### src/rtl/mem_bus_pkg.sv
// Shared types and constants for the M-stage memory bus adapter.
package mem_bus_pkg;

    typedef enum logic [1:0] {
        S_IDLE   = 2'd0,
        S_ACCESS = 2'd1,
        S_DONE   = 2'd2
    } mem_state_e;

    localparam int unsigned TIMEOUT_DEFAULT    = 15;
    localparam logic [31:0] FAULT_DATA_DEFAULT = 32'hDEAD_BEEF;

    function automatic logic [31:0] word_addr(input logic [31:0] byte_addr);
        return {2'b00, byte_addr[31:2]};
    endfunction

    function automatic logic is_misaligned(input logic [31:0] byte_addr);
        return byte_addr[1:0] != 2'b00;
    endfunction

endpackage

### src/rtl/mem_bus_if_if.sv
// Data-memory bus signal bundle; the adapter is the master, memory the slave.
interface mem_bus_if_if;
    logic        bus_req;
    logic        bus_we;
    logic [31:0] bus_addr;
    logic [31:0] bus_wdata;
    logic        bus_ack;
    logic [31:0] bus_rdata;
    logic        bus_err;

    modport master (
        output bus_req, bus_we, bus_addr, bus_wdata,
        input  bus_ack, bus_rdata, bus_err
    );

    modport slave (
        input  bus_req, bus_we, bus_addr, bus_wdata,
        output bus_ack, bus_rdata, bus_err
    );
endinterface

### src/rtl/mem_timeout.sv
// ACCESS-phase cycle counter: cleared outside ACCESS, flags expiry at TIMEOUT.
module mem_timeout #(
    parameter int unsigned TIMEOUT = 15
) (
    input  logic clk,
    input  logic reset,
    input  logic clr_i,
    input  logic en_i,
    output logic expired_o
);

    localparam int unsigned CW = (TIMEOUT == 0) ? 1 : $clog2(TIMEOUT + 1);

    logic [CW-1:0] count_q;
    logic [CW-1:0] count_d;

    assign expired_o = en_i && (count_q == CW'(TIMEOUT));

    always_comb begin
        count_d = count_q;
        if (clr_i) begin
            count_d = '0;
        end else if (en_i && !expired_o) begin
            count_d = count_q + CW'(1);
        end
    end

    always_ff @(posedge clk or negedge reset) begin
        if (!reset) begin
            count_q <= '0;
        end else begin
            count_q <= count_d;
        end
    end

endmodule

### src/rtl/mem_bus_if.sv
// Memory-stage bus adapter: turns M-stage load/store requests into single
// request/ack bus cycles, stalling the pipeline until the access resolves.
module mem_bus_if
    import mem_bus_pkg::*;
#(
    parameter int unsigned TIMEOUT    = TIMEOUT_DEFAULT,
    parameter logic [31:0] FAULT_DATA = FAULT_DATA_DEFAULT
) (
    input  logic          clk,
    input  logic          reset,
    input  logic          MemReadM,
    input  logic          MemWriteM,
    input  logic [31:0]   ALUOutM,
    input  logic [31:0]   WriteDataM,
    output logic [31:0]   ReadDataM,
    output logic          StallM,
    output logic          MemFault,
    mem_bus_if_if.master  bus
);

    mem_state_e  state_q, state_d;
    logic        we_q, we_d;
    logic [31:0] addr_q, addr_d;
    logic [31:0] wdata_q, wdata_d;
    logic [31:0] rdata_q, rdata_d;
    logic        fault_q, fault_d;
    logic        req_present;
    logic        cnt_clr;
    logic        cnt_en;
    logic        cnt_expired;

    assign req_present = MemReadM | MemWriteM;

    mem_timeout #(
        .TIMEOUT (TIMEOUT)
    ) u_timeout (
        .clk       (clk),
        .reset     (reset),
        .clr_i     (cnt_clr),
        .en_i      (cnt_en),
        .expired_o (cnt_expired)
    );

    always_comb begin
        state_d = state_q;
        we_d    = we_q;
        addr_d  = addr_q;
        wdata_d = wdata_q;
        rdata_d = rdata_q;
        fault_d = fault_q;
        StallM  = 1'b0;
        cnt_clr = 1'b1;
        cnt_en  = 1'b0;

        unique case (state_q)
            S_IDLE: begin
                if (req_present) begin
                    StallM = 1'b1;
                    if (is_misaligned(ALUOutM)) begin
                        rdata_d = '0;
                        fault_d = 1'b1;
                        state_d = S_DONE;
                    end else begin
                        // A simultaneous read+write is issued as a write.
                        we_d    = MemWriteM;
                        addr_d  = word_addr(ALUOutM);
                        wdata_d = WriteDataM;
                        state_d = S_ACCESS;
                    end
                end
            end

            S_ACCESS: begin
                StallM  = 1'b1;
                cnt_clr = 1'b0;
                cnt_en  = 1'b1;
                // Ack takes priority over an expiry in the same cycle.
                if (bus.bus_ack) begin
                    rdata_d = we_q ? '0 : bus.bus_rdata;
                    if (bus.bus_err) begin
                        fault_d = 1'b1;
                    end
                    state_d = S_DONE;
                end else if (cnt_expired) begin
                    rdata_d = FAULT_DATA;
                    fault_d = 1'b1;
                    state_d = S_DONE;
                end
            end

            S_DONE: begin
                state_d = S_IDLE;
            end

            default: begin
                state_d = S_IDLE;
            end
        endcase
    end

    always_ff @(posedge clk or negedge reset) begin
        if (!reset) begin
            state_q <= S_IDLE;
            we_q    <= 1'b0;
            addr_q  <= '0;
            wdata_q <= '0;
            rdata_q <= '0;
            fault_q <= 1'b0;
        end else begin
            state_q <= state_d;
            we_q    <= we_d;
            addr_q  <= addr_d;
            wdata_q <= wdata_d;
            rdata_q <= rdata_d;
            fault_q <= fault_d;
        end
    end

    assign bus.bus_req   = (state_q == S_ACCESS);
    assign bus.bus_we    = we_q;
    assign bus.bus_addr  = addr_q;
    assign bus.bus_wdata = wdata_q;
    assign ReadDataM     = rdata_q;
    assign MemFault      = fault_q;

endmodule

### src/flat_wrapper.sv
// flat-port wrapper written by rule: the top's interface ports become plain ports
module mem_bus_if_flat import mem_bus_pkg::*;
#(
    parameter int unsigned TIMEOUT    = TIMEOUT_DEFAULT,
    parameter logic [31:0] FAULT_DATA = FAULT_DATA_DEFAULT
)
  (clk, reset, MemReadM, MemWriteM, ALUOutM, WriteDataM, ReadDataM, StallM, MemFault, bus_bus_req, bus_bus_we, bus_bus_addr, bus_bus_wdata, bus_bus_ack, bus_bus_rdata, bus_bus_err);
  mem_bus_if_if bus_i ();
  input  logic clk;
  input  logic reset;
  input  logic MemReadM;
  input  logic MemWriteM;
  input  logic [31:0] ALUOutM;
  input  logic [31:0] WriteDataM;
  output logic [31:0] ReadDataM;
  output logic StallM;
  output logic MemFault;
  output wire logic [$bits(bus_i.bus_req)-1:0] bus_bus_req;
  output wire logic [$bits(bus_i.bus_we)-1:0] bus_bus_we;
  output wire logic [$bits(bus_i.bus_addr)-1:0] bus_bus_addr;
  output wire logic [$bits(bus_i.bus_wdata)-1:0] bus_bus_wdata;
  input wire logic [$bits(bus_i.bus_ack)-1:0] bus_bus_ack;
  input wire logic [$bits(bus_i.bus_rdata)-1:0] bus_bus_rdata;
  input wire logic [$bits(bus_i.bus_err)-1:0] bus_bus_err;
  assign bus_bus_req = bus_i.bus_req;
  assign bus_bus_we = bus_i.bus_we;
  assign bus_bus_addr = bus_i.bus_addr;
  assign bus_bus_wdata = bus_i.bus_wdata;
  assign bus_i.bus_ack = bus_bus_ack;
  assign bus_i.bus_rdata = bus_bus_rdata;
  assign bus_i.bus_err = bus_bus_err;
  mem_bus_if #(.TIMEOUT(TIMEOUT), .FAULT_DATA(FAULT_DATA)) u_core (.clk(clk), .reset(reset), .MemReadM(MemReadM), .MemWriteM(MemWriteM), .ALUOutM(ALUOutM), .WriteDataM(WriteDataM), .ReadDataM(ReadDataM), .StallM(StallM), .MemFault(MemFault), .bus(bus_i));
endmodule
### config.mk
export PLATFORM = sky130hd
export DESIGN_NAME = mem_bus_if_flat
export DESIGN_NICKNAME = d
export VERILOG_FILES = /design/src/rtl/mem_bus_pkg.sv /design/src/rtl/mem_bus_if_if.sv /design/src/rtl/mem_timeout.sv /design/src/rtl/mem_bus_if.sv /design/src/flat_wrapper.sv
export SDC_FILE = /design/constraint.sdc
export NUM_CORES = 1
export LEC_CHECK = 0
export BUFFER_PORTS_ARGS = -buffer_cell sky130_fd_sc_hd__buf_2
export CAP_MARGIN = 10
export CORE_ASPECT_RATIO = 0.75
export CORE_MARGIN = 4
export CORE_UTILIZATION = 42
export CTS_BUF_LIST = sky130_fd_sc_hd__clkbuf_4
export CTS_CLUSTER_SIZE = 20
export DETAILED_ROUTE_END_ITERATION = 6
export MAX_ROUTING_LAYER = met4
export PLACE_DENSITY = 0.74
export REMOVE_ABC_BUFFERS = 1
export SLEW_MARGIN = 20
export SYNTH_ARGS = -nofsm -noshare
export SYNTH_HDL_FRONTEND = slang
export SYNTH_HIERARCHICAL = 1
export SYNTH_SLANG_ARGS = --single-unit
### constraint.sdc
create_clock -name clk -period 3.13 [get_ports clk]
set_clock_uncertainty 0.15 [all_clocks]
set_input_delay 0.1565 -clock clk [delete_from_list [all_inputs] [get_ports clk]]
set_output_delay 0.1565 -clock clk [all_outputs]
set_load 0.1 [all_outputs]
==> metrics.cfg, run 1 <==
[floorplanning]
die_h_um = 93.6
initial_core_util = 0.443
rows = 30
dieArea_um2 = 11400
fp.dieW_um = 122
io_pins = 202
fp.coreArea_um2 = 9270

[logic_synthesis]
synthesis.area_um2 = 4110
syn_inst = 306
ys_warn_count = 6
ys_seq_area_frac = 0.622
synth_enable_flop_cells = 0
yosysUniqueCellTypes = 32
ys_ff_latch = 102
avgSynthCellArea_um2 = 13.4
synth_flop_cell = dfrtp_1
async_flop_share = 1.00

[global_routing]
grt_first_pass_wirelength_mm = 19.6
grt_pass1_vias = 4072
grt_overflow_total = 0
grt_max_degree = 64
grt_util_all_layers = 0.222
antenna_found_initial = 0

[drt]
drc_errors = 0
ant_nets = 0
viasPerCell = 5.00
drt_first_iter_violations = 201
routedWlPerCell_um = 16.5
vias = 3647
wl_mm = 12.0
first_pass_iters = 4

[sta]
fin_crit_sh = 0.738
holdWs_ps = 111
worst_slew_pin_slew_ps = 784
period_needed_ps = 2310
final_max_slew_viol_count = 0
hold_viol_final = 0
slew_headroom = 0.477
max_freq_ghz = 0.433
rsz0062_at_grt = no
setup_viol = 0
finalWorstSetupSlack_ps = 820

[place]
place_hpwl_mm = 7.56
routabilityCongestion = 0.787
place_ws_ps = 865
port-buffer-count = 199

[clock_network]
numCtsBuffers = 9
clock_path_buffers = 2
clk_pin_slew_ps = 140
htree_levels = 3
cts_tree = done
clk_latency_ps = 430
clock-sinks = 102
root_buffer = clkbuf_4

[critical_path]
worstPathMaxFanout = 27
arrival_ps = 2500
startpoint_type = flip-flop
end_kind = flip-flop
crit_required_ps = 3320
criticalPathCategory = reg2reg

[run]
maxCapViolations = 0

[layout]
nNetsFinal = 701
antenna_cells = 0
fill_cells = 685
layout_commonest_cell = buf_2
layout-drive-gt1-share = 0.379
final_cell_mix = buf_2, dfrtp_1, dlygate4sd3_1, mux2_1, a21oi_1
syn2layout_area_growth_pct = 53.8

[status]
status = finished, final reports clean

[worst_hold_path]
hp-class = in2async

-- critical path, cell delays in order, from the launching register on --
cell and delay [ps]:
dfrtp_1 410, ha_1 290, and4_2 230, or2_2 450
nand2_1 340, a32o_1 350
-- Yosys cell counts, types with 2 or more instances --
cell | number | area [µm²]
a21oi_1 | 52 | 260
dfrtp_1 | 102 | 2550
mux2_1 | 62 | 698
buf_2 | 2 | 10.0
inv_1 | 3 | 11.3
nor2_1 | 5 | 18.8
nand2_1 | 2 | 7.51
nor4_2 | 2 | 25.0
clkbuf_1 | 10 | 37.5
nor3_1 | 28 | 140
a32o_1 | 8 | 80.1
nand2b_1 | 2 | 12.5
buf_4 | 3 | 22.5
buf_6 | 6 | 67.6
nor2b_1 | 2 | 12.5
-- per-layer routing --
layer  track usage  vias to the layer above  wire (µm)
li1              -                     1682          -
met1         0.257                     1764       4610
met2         0.377                      175       6260
met3        0.0568                       26        904
met4        0.0774                        0        267
met5             -                        -          0
-- stage by stage --
step                      cells  area (µm²)  utilization  TNS [ps]
final                       730        6310        0.681         0
after global routing        730        6310        0.681         0
after CTS                   730        6310        0.681         0
after detailed placement    617        5200        0.561         0
after global placement      617        5200        0.561         0
after floorplan             285        3970            -    -41670
-- layout make-up --
cell class	instances	area (µm²)	area share
Inverter	4	15.0	0.00238
Sequential cell	102	2550	0.404
Tap cell	128	160	0.0254
Clock inverter	4	48.8	0.00773
Multi-Input combinational cell	179	1410	0.224
Timing Repair Buffer	302	2040	0.323
Clock buffer	11	82.6	0.0131
-- cells by family after synthesis --
kind of cell | synth area share
other | 0.000913
AOI/OAI and AO/OA | 0.0936
muxes | 0.176
buffers and inverters | 0.0381
and+or+nand+nor | 0.0664
adders and majority gates | 0.00305
DFF | 0.622
-- sequential cells by signal (all words and copies together), names as in the netlist --
signal / cells
u_core/ReadDataM: 32
u_core/bus.bus_wdata: 32
u_core/bus.bus_addr: 30
u_core/u_timeout/count_q: 4
u_core/state_q: 2
u_core/MemFault: 1
u_core/bus.bus_we: 1
-- what timing repair did --
| action | CTS | global route |
|---|---|---|
| gates resized for setup | 0 | 0 |
| hold buffers | 98 | 0 |
| setup buffers | 0 | 0 |
| hold endpoints to repair | 145 | 0 |
-- path summary, 6_finish.rpt --
| kind | from | end | slack [ps] | cells after the start |
|---|---|---|---|---|
| max in group asynchronous | reset | u_core/ReadDataM[16] | 2020 | 3 |
| max reg2reg | u_core/u_timeout/count_q[0] | u_core/ReadDataM[17] | 820 | 5 |
| min reg2reg | u_core/bus.bus_wdata[18] | u_core/bus.bus_wdata[18] | 350 | 1 |
| max | u_core/u_timeout/count_q[0] | u_core/ReadDataM[17] | 820 | 5 |
| min | reset | u_core/MemFault | 110 | 2 |
| min in group clk | bus_bus_ack | u_core/ReadDataM[24] | 160 | 4 |
Power of run 1 is not shown: default switching activity piles up to over one toggle a cycle in this logic, so the estimate is an artifact.
==> run 2: changes to the inputs <==
--- a/config.mk
+++ b/config.mk
@@ -14,7 +14,7 @@
 export CTS_CLUSTER_SIZE = 20
 export DETAILED_ROUTE_END_ITERATION = 6
 export MAX_ROUTING_LAYER = met4
-export PLACE_DENSITY = 0.74
+export PLACE_DENSITY = 0.77
 export REMOVE_ABC_BUFFERS = 1
 export SLEW_MARGIN = 20
 export SYNTH_ARGS = -nofsm -noshare
==> constraint.sdc (replaced) <==
create_clock -name clk -period 2.1 [get_ports clk]
set_clock_uncertainty 0.15 [all_clocks]
set_input_delay 0.105 -clock clk [delete_from_list [all_inputs] [get_ports clk]]
set_output_delay 0.105 -clock clk [all_outputs]
set_load 0.1 [all_outputs]
==> run 2 against run 1 <==
Routed wire length is 3.3% higher. Critical path depth is 1 lower. Global-route usage is 0.49 points higher. Cell area is 1.2% higher. Via count is 1.4% higher. Setup slack worse by 790 ps. Register-to-register slack worse by 790 ps. Final cell count is 1.2% higher. Hold slack worse by 77 ps. Core utilization is 0.81 points higher.
==> metrics.cfg, run 2 (synthesized netlist as in run 1, its figures left out) <==
[critical_path]
crit_family = simple AND/OR/NAND/NOR gates
worstPathMaxFanout = 41
crit_required_ps = 2270
worstPathCellList = nor4_2, and2b_2, buf_12, mux2_1
setup.worst_path.start = u_core/state_q[0]
r2r_end = u_core/bus.bus_addr[13]
end_kind = flip-flop
reg2reg_from = u_core/state_q[0]
crit_slowest_cell = dfrtp_1
startpoint_type = flip-flop
worst-path-buf-inv = 1
criticalPathCategory = reg2reg
r2r_setup_slack_ps = 30
arrival_ps = 2240
reg2regPathDepth = 4
critPathMaxStageDelay_ps = 490

[sta]
fin_crit_sh = 0.984
slew_headroom = 0.438
worst_slew_pin_slew_ps = 840
setup_viol = 0
final_max_slew_viol_count = 0
finalWorstSetupSlack_ps = 33.7
hold_viol_final = 0
period_needed_ps = 2070
max_freq_ghz = 0.484
rsz0062_at_grt = yes

[drt]
viasPerCell = 5.00
routedWlPerCell_um = 16.8
drc_errors = 0
first_pass_iters = 4
ant_nets = 0
vias = 3697
wl_mm = 12.4
drt_first_iter_violations = 132

[layout]
antenna_cells = 0
syn2layout_area_growth_pct = 55.6
fill_cells = 673
utilization = 0.689
layout-drive-gt1-share = 0.380
nNetsFinal = 709
layout_commonest_cell = buf_2
final_area_um2 = 6390
final_cell_mix = buf_2, dfrtp_1, dlygate4sd3_1, mux2_1, a21oi_1

[place]
routabilityCongestion = 0.800
placed_area_um2 = 5260
place_ws_ps = 101
place_hpwl_mm = 7.63
port-buffer-count = 199

[clock_network]
clk_latency_ps = 430
post_cts.repair.setup_buffers = 0
clk_pin_slew_ps = 150
clock-sinks = 102
numCtsBuffers = 9
root_buffer = clkbuf_4
htree_levels = 3
clock_path_buffers = 2
cts_tree = done

[global_routing]
grt_first_pass_wirelength_mm = 19.6
antenna_found_initial = 0
grt_max_degree = 42
grt_pass1_vias = 3989
grt_overflow_total = 0
grt_util_all_layers = 0.227

[floorplanning]
fp.dieW_um = 122
dieArea_um2 = 11400
io_pins = 202
rows = 30
die_h_um = 93.6
initial_core_util = 0.443
fp.coreArea_um2 = 9270

[worst_hold_path]
hp-class = in2async

[status]
status = finished, final reports clean

[run]
maxCapViolations = 0

-- run 2: cell count changes in the layout (fill, tap and decap cells not counted), moves of 2 or more --
cell / before / now
buf_12: 2 / 4
clkinv_2: 0 / 2
buf_6: 0 / 2
buf_4: 4 / 6
clkinv_1: 1 / 3
dlygate4sd3_1: 98 / 101
-- run 2: how the worst max path moves through the flow --
stage / endpoint / slack (ps) / depth (start not counted)
final: u_core/bus.bus_addr[13] / 30 / 4
after global routing: u_core/bus.bus_addr[26] / -20 / 4
after CTS: bus_bus_req / 40 / 3
after detailed placement: u_core/bus.bus_wdata[29] / 100 / 4
after global placement: u_core/bus.bus_wdata[5] / 200 / 4
after floorplan: u_core/ReadDataM[14] / -2460 / 5
-- run 2: timing repair --
action | in CTS | in global routing
hold buffers | 101 | 0
gates resized for setup | 2 | 1
cloned | 0 | 0
endpoints found under the hold margin | 170 | 0
endpoints found under the setup margin | 1 | 6
-- run 2: worst register-to-register path: cells and delay by family (launching register included) --
kind	cells	cell delay [ps]
buf+inv	1	240
flops	1	490
mux	1	410
simple gates	2	660
-- run 2: routing by layer --
| layer | wire, µm | vias to the layer above | GRT usage |
|---|---|---|---|
| met1 | 4780 | 1786 | 0.246 |
| li1 | - | 1699 | - |
| met5 | 0 | - | - |
| met2 | 6530 | 172 | 0.399 |
| met3 | 718 | 40 | 0.0514 |
| met4 | 404 | 0 | 0.102 |
-- run 2: metrics by stage --
stage	TNS, ps	instances	hold WS (ps)
floorplan	-132150	285	-341
global placement	0	622	-55.8
detailed placement	0	622	-46.0
CTS	0	739	11.0
global route	-55.8	739	7.63
finish	0	739	33.5
-- run 2: cell type report --
type	instances	area [µm²]	share of cell area
Clock buffer	10	75.1	0.0118
Clock inverter	6	28.8	0.00450
Inverter	4	15.0	0.00235
Multi-Input combinational cell	179	1410	0.221
Sequential cell	102	2550	0.400
Tap cell	128	160	0.0251
Timing Repair Buffer	310	2140	0.336
Power of run 2 is left out for the same reason.
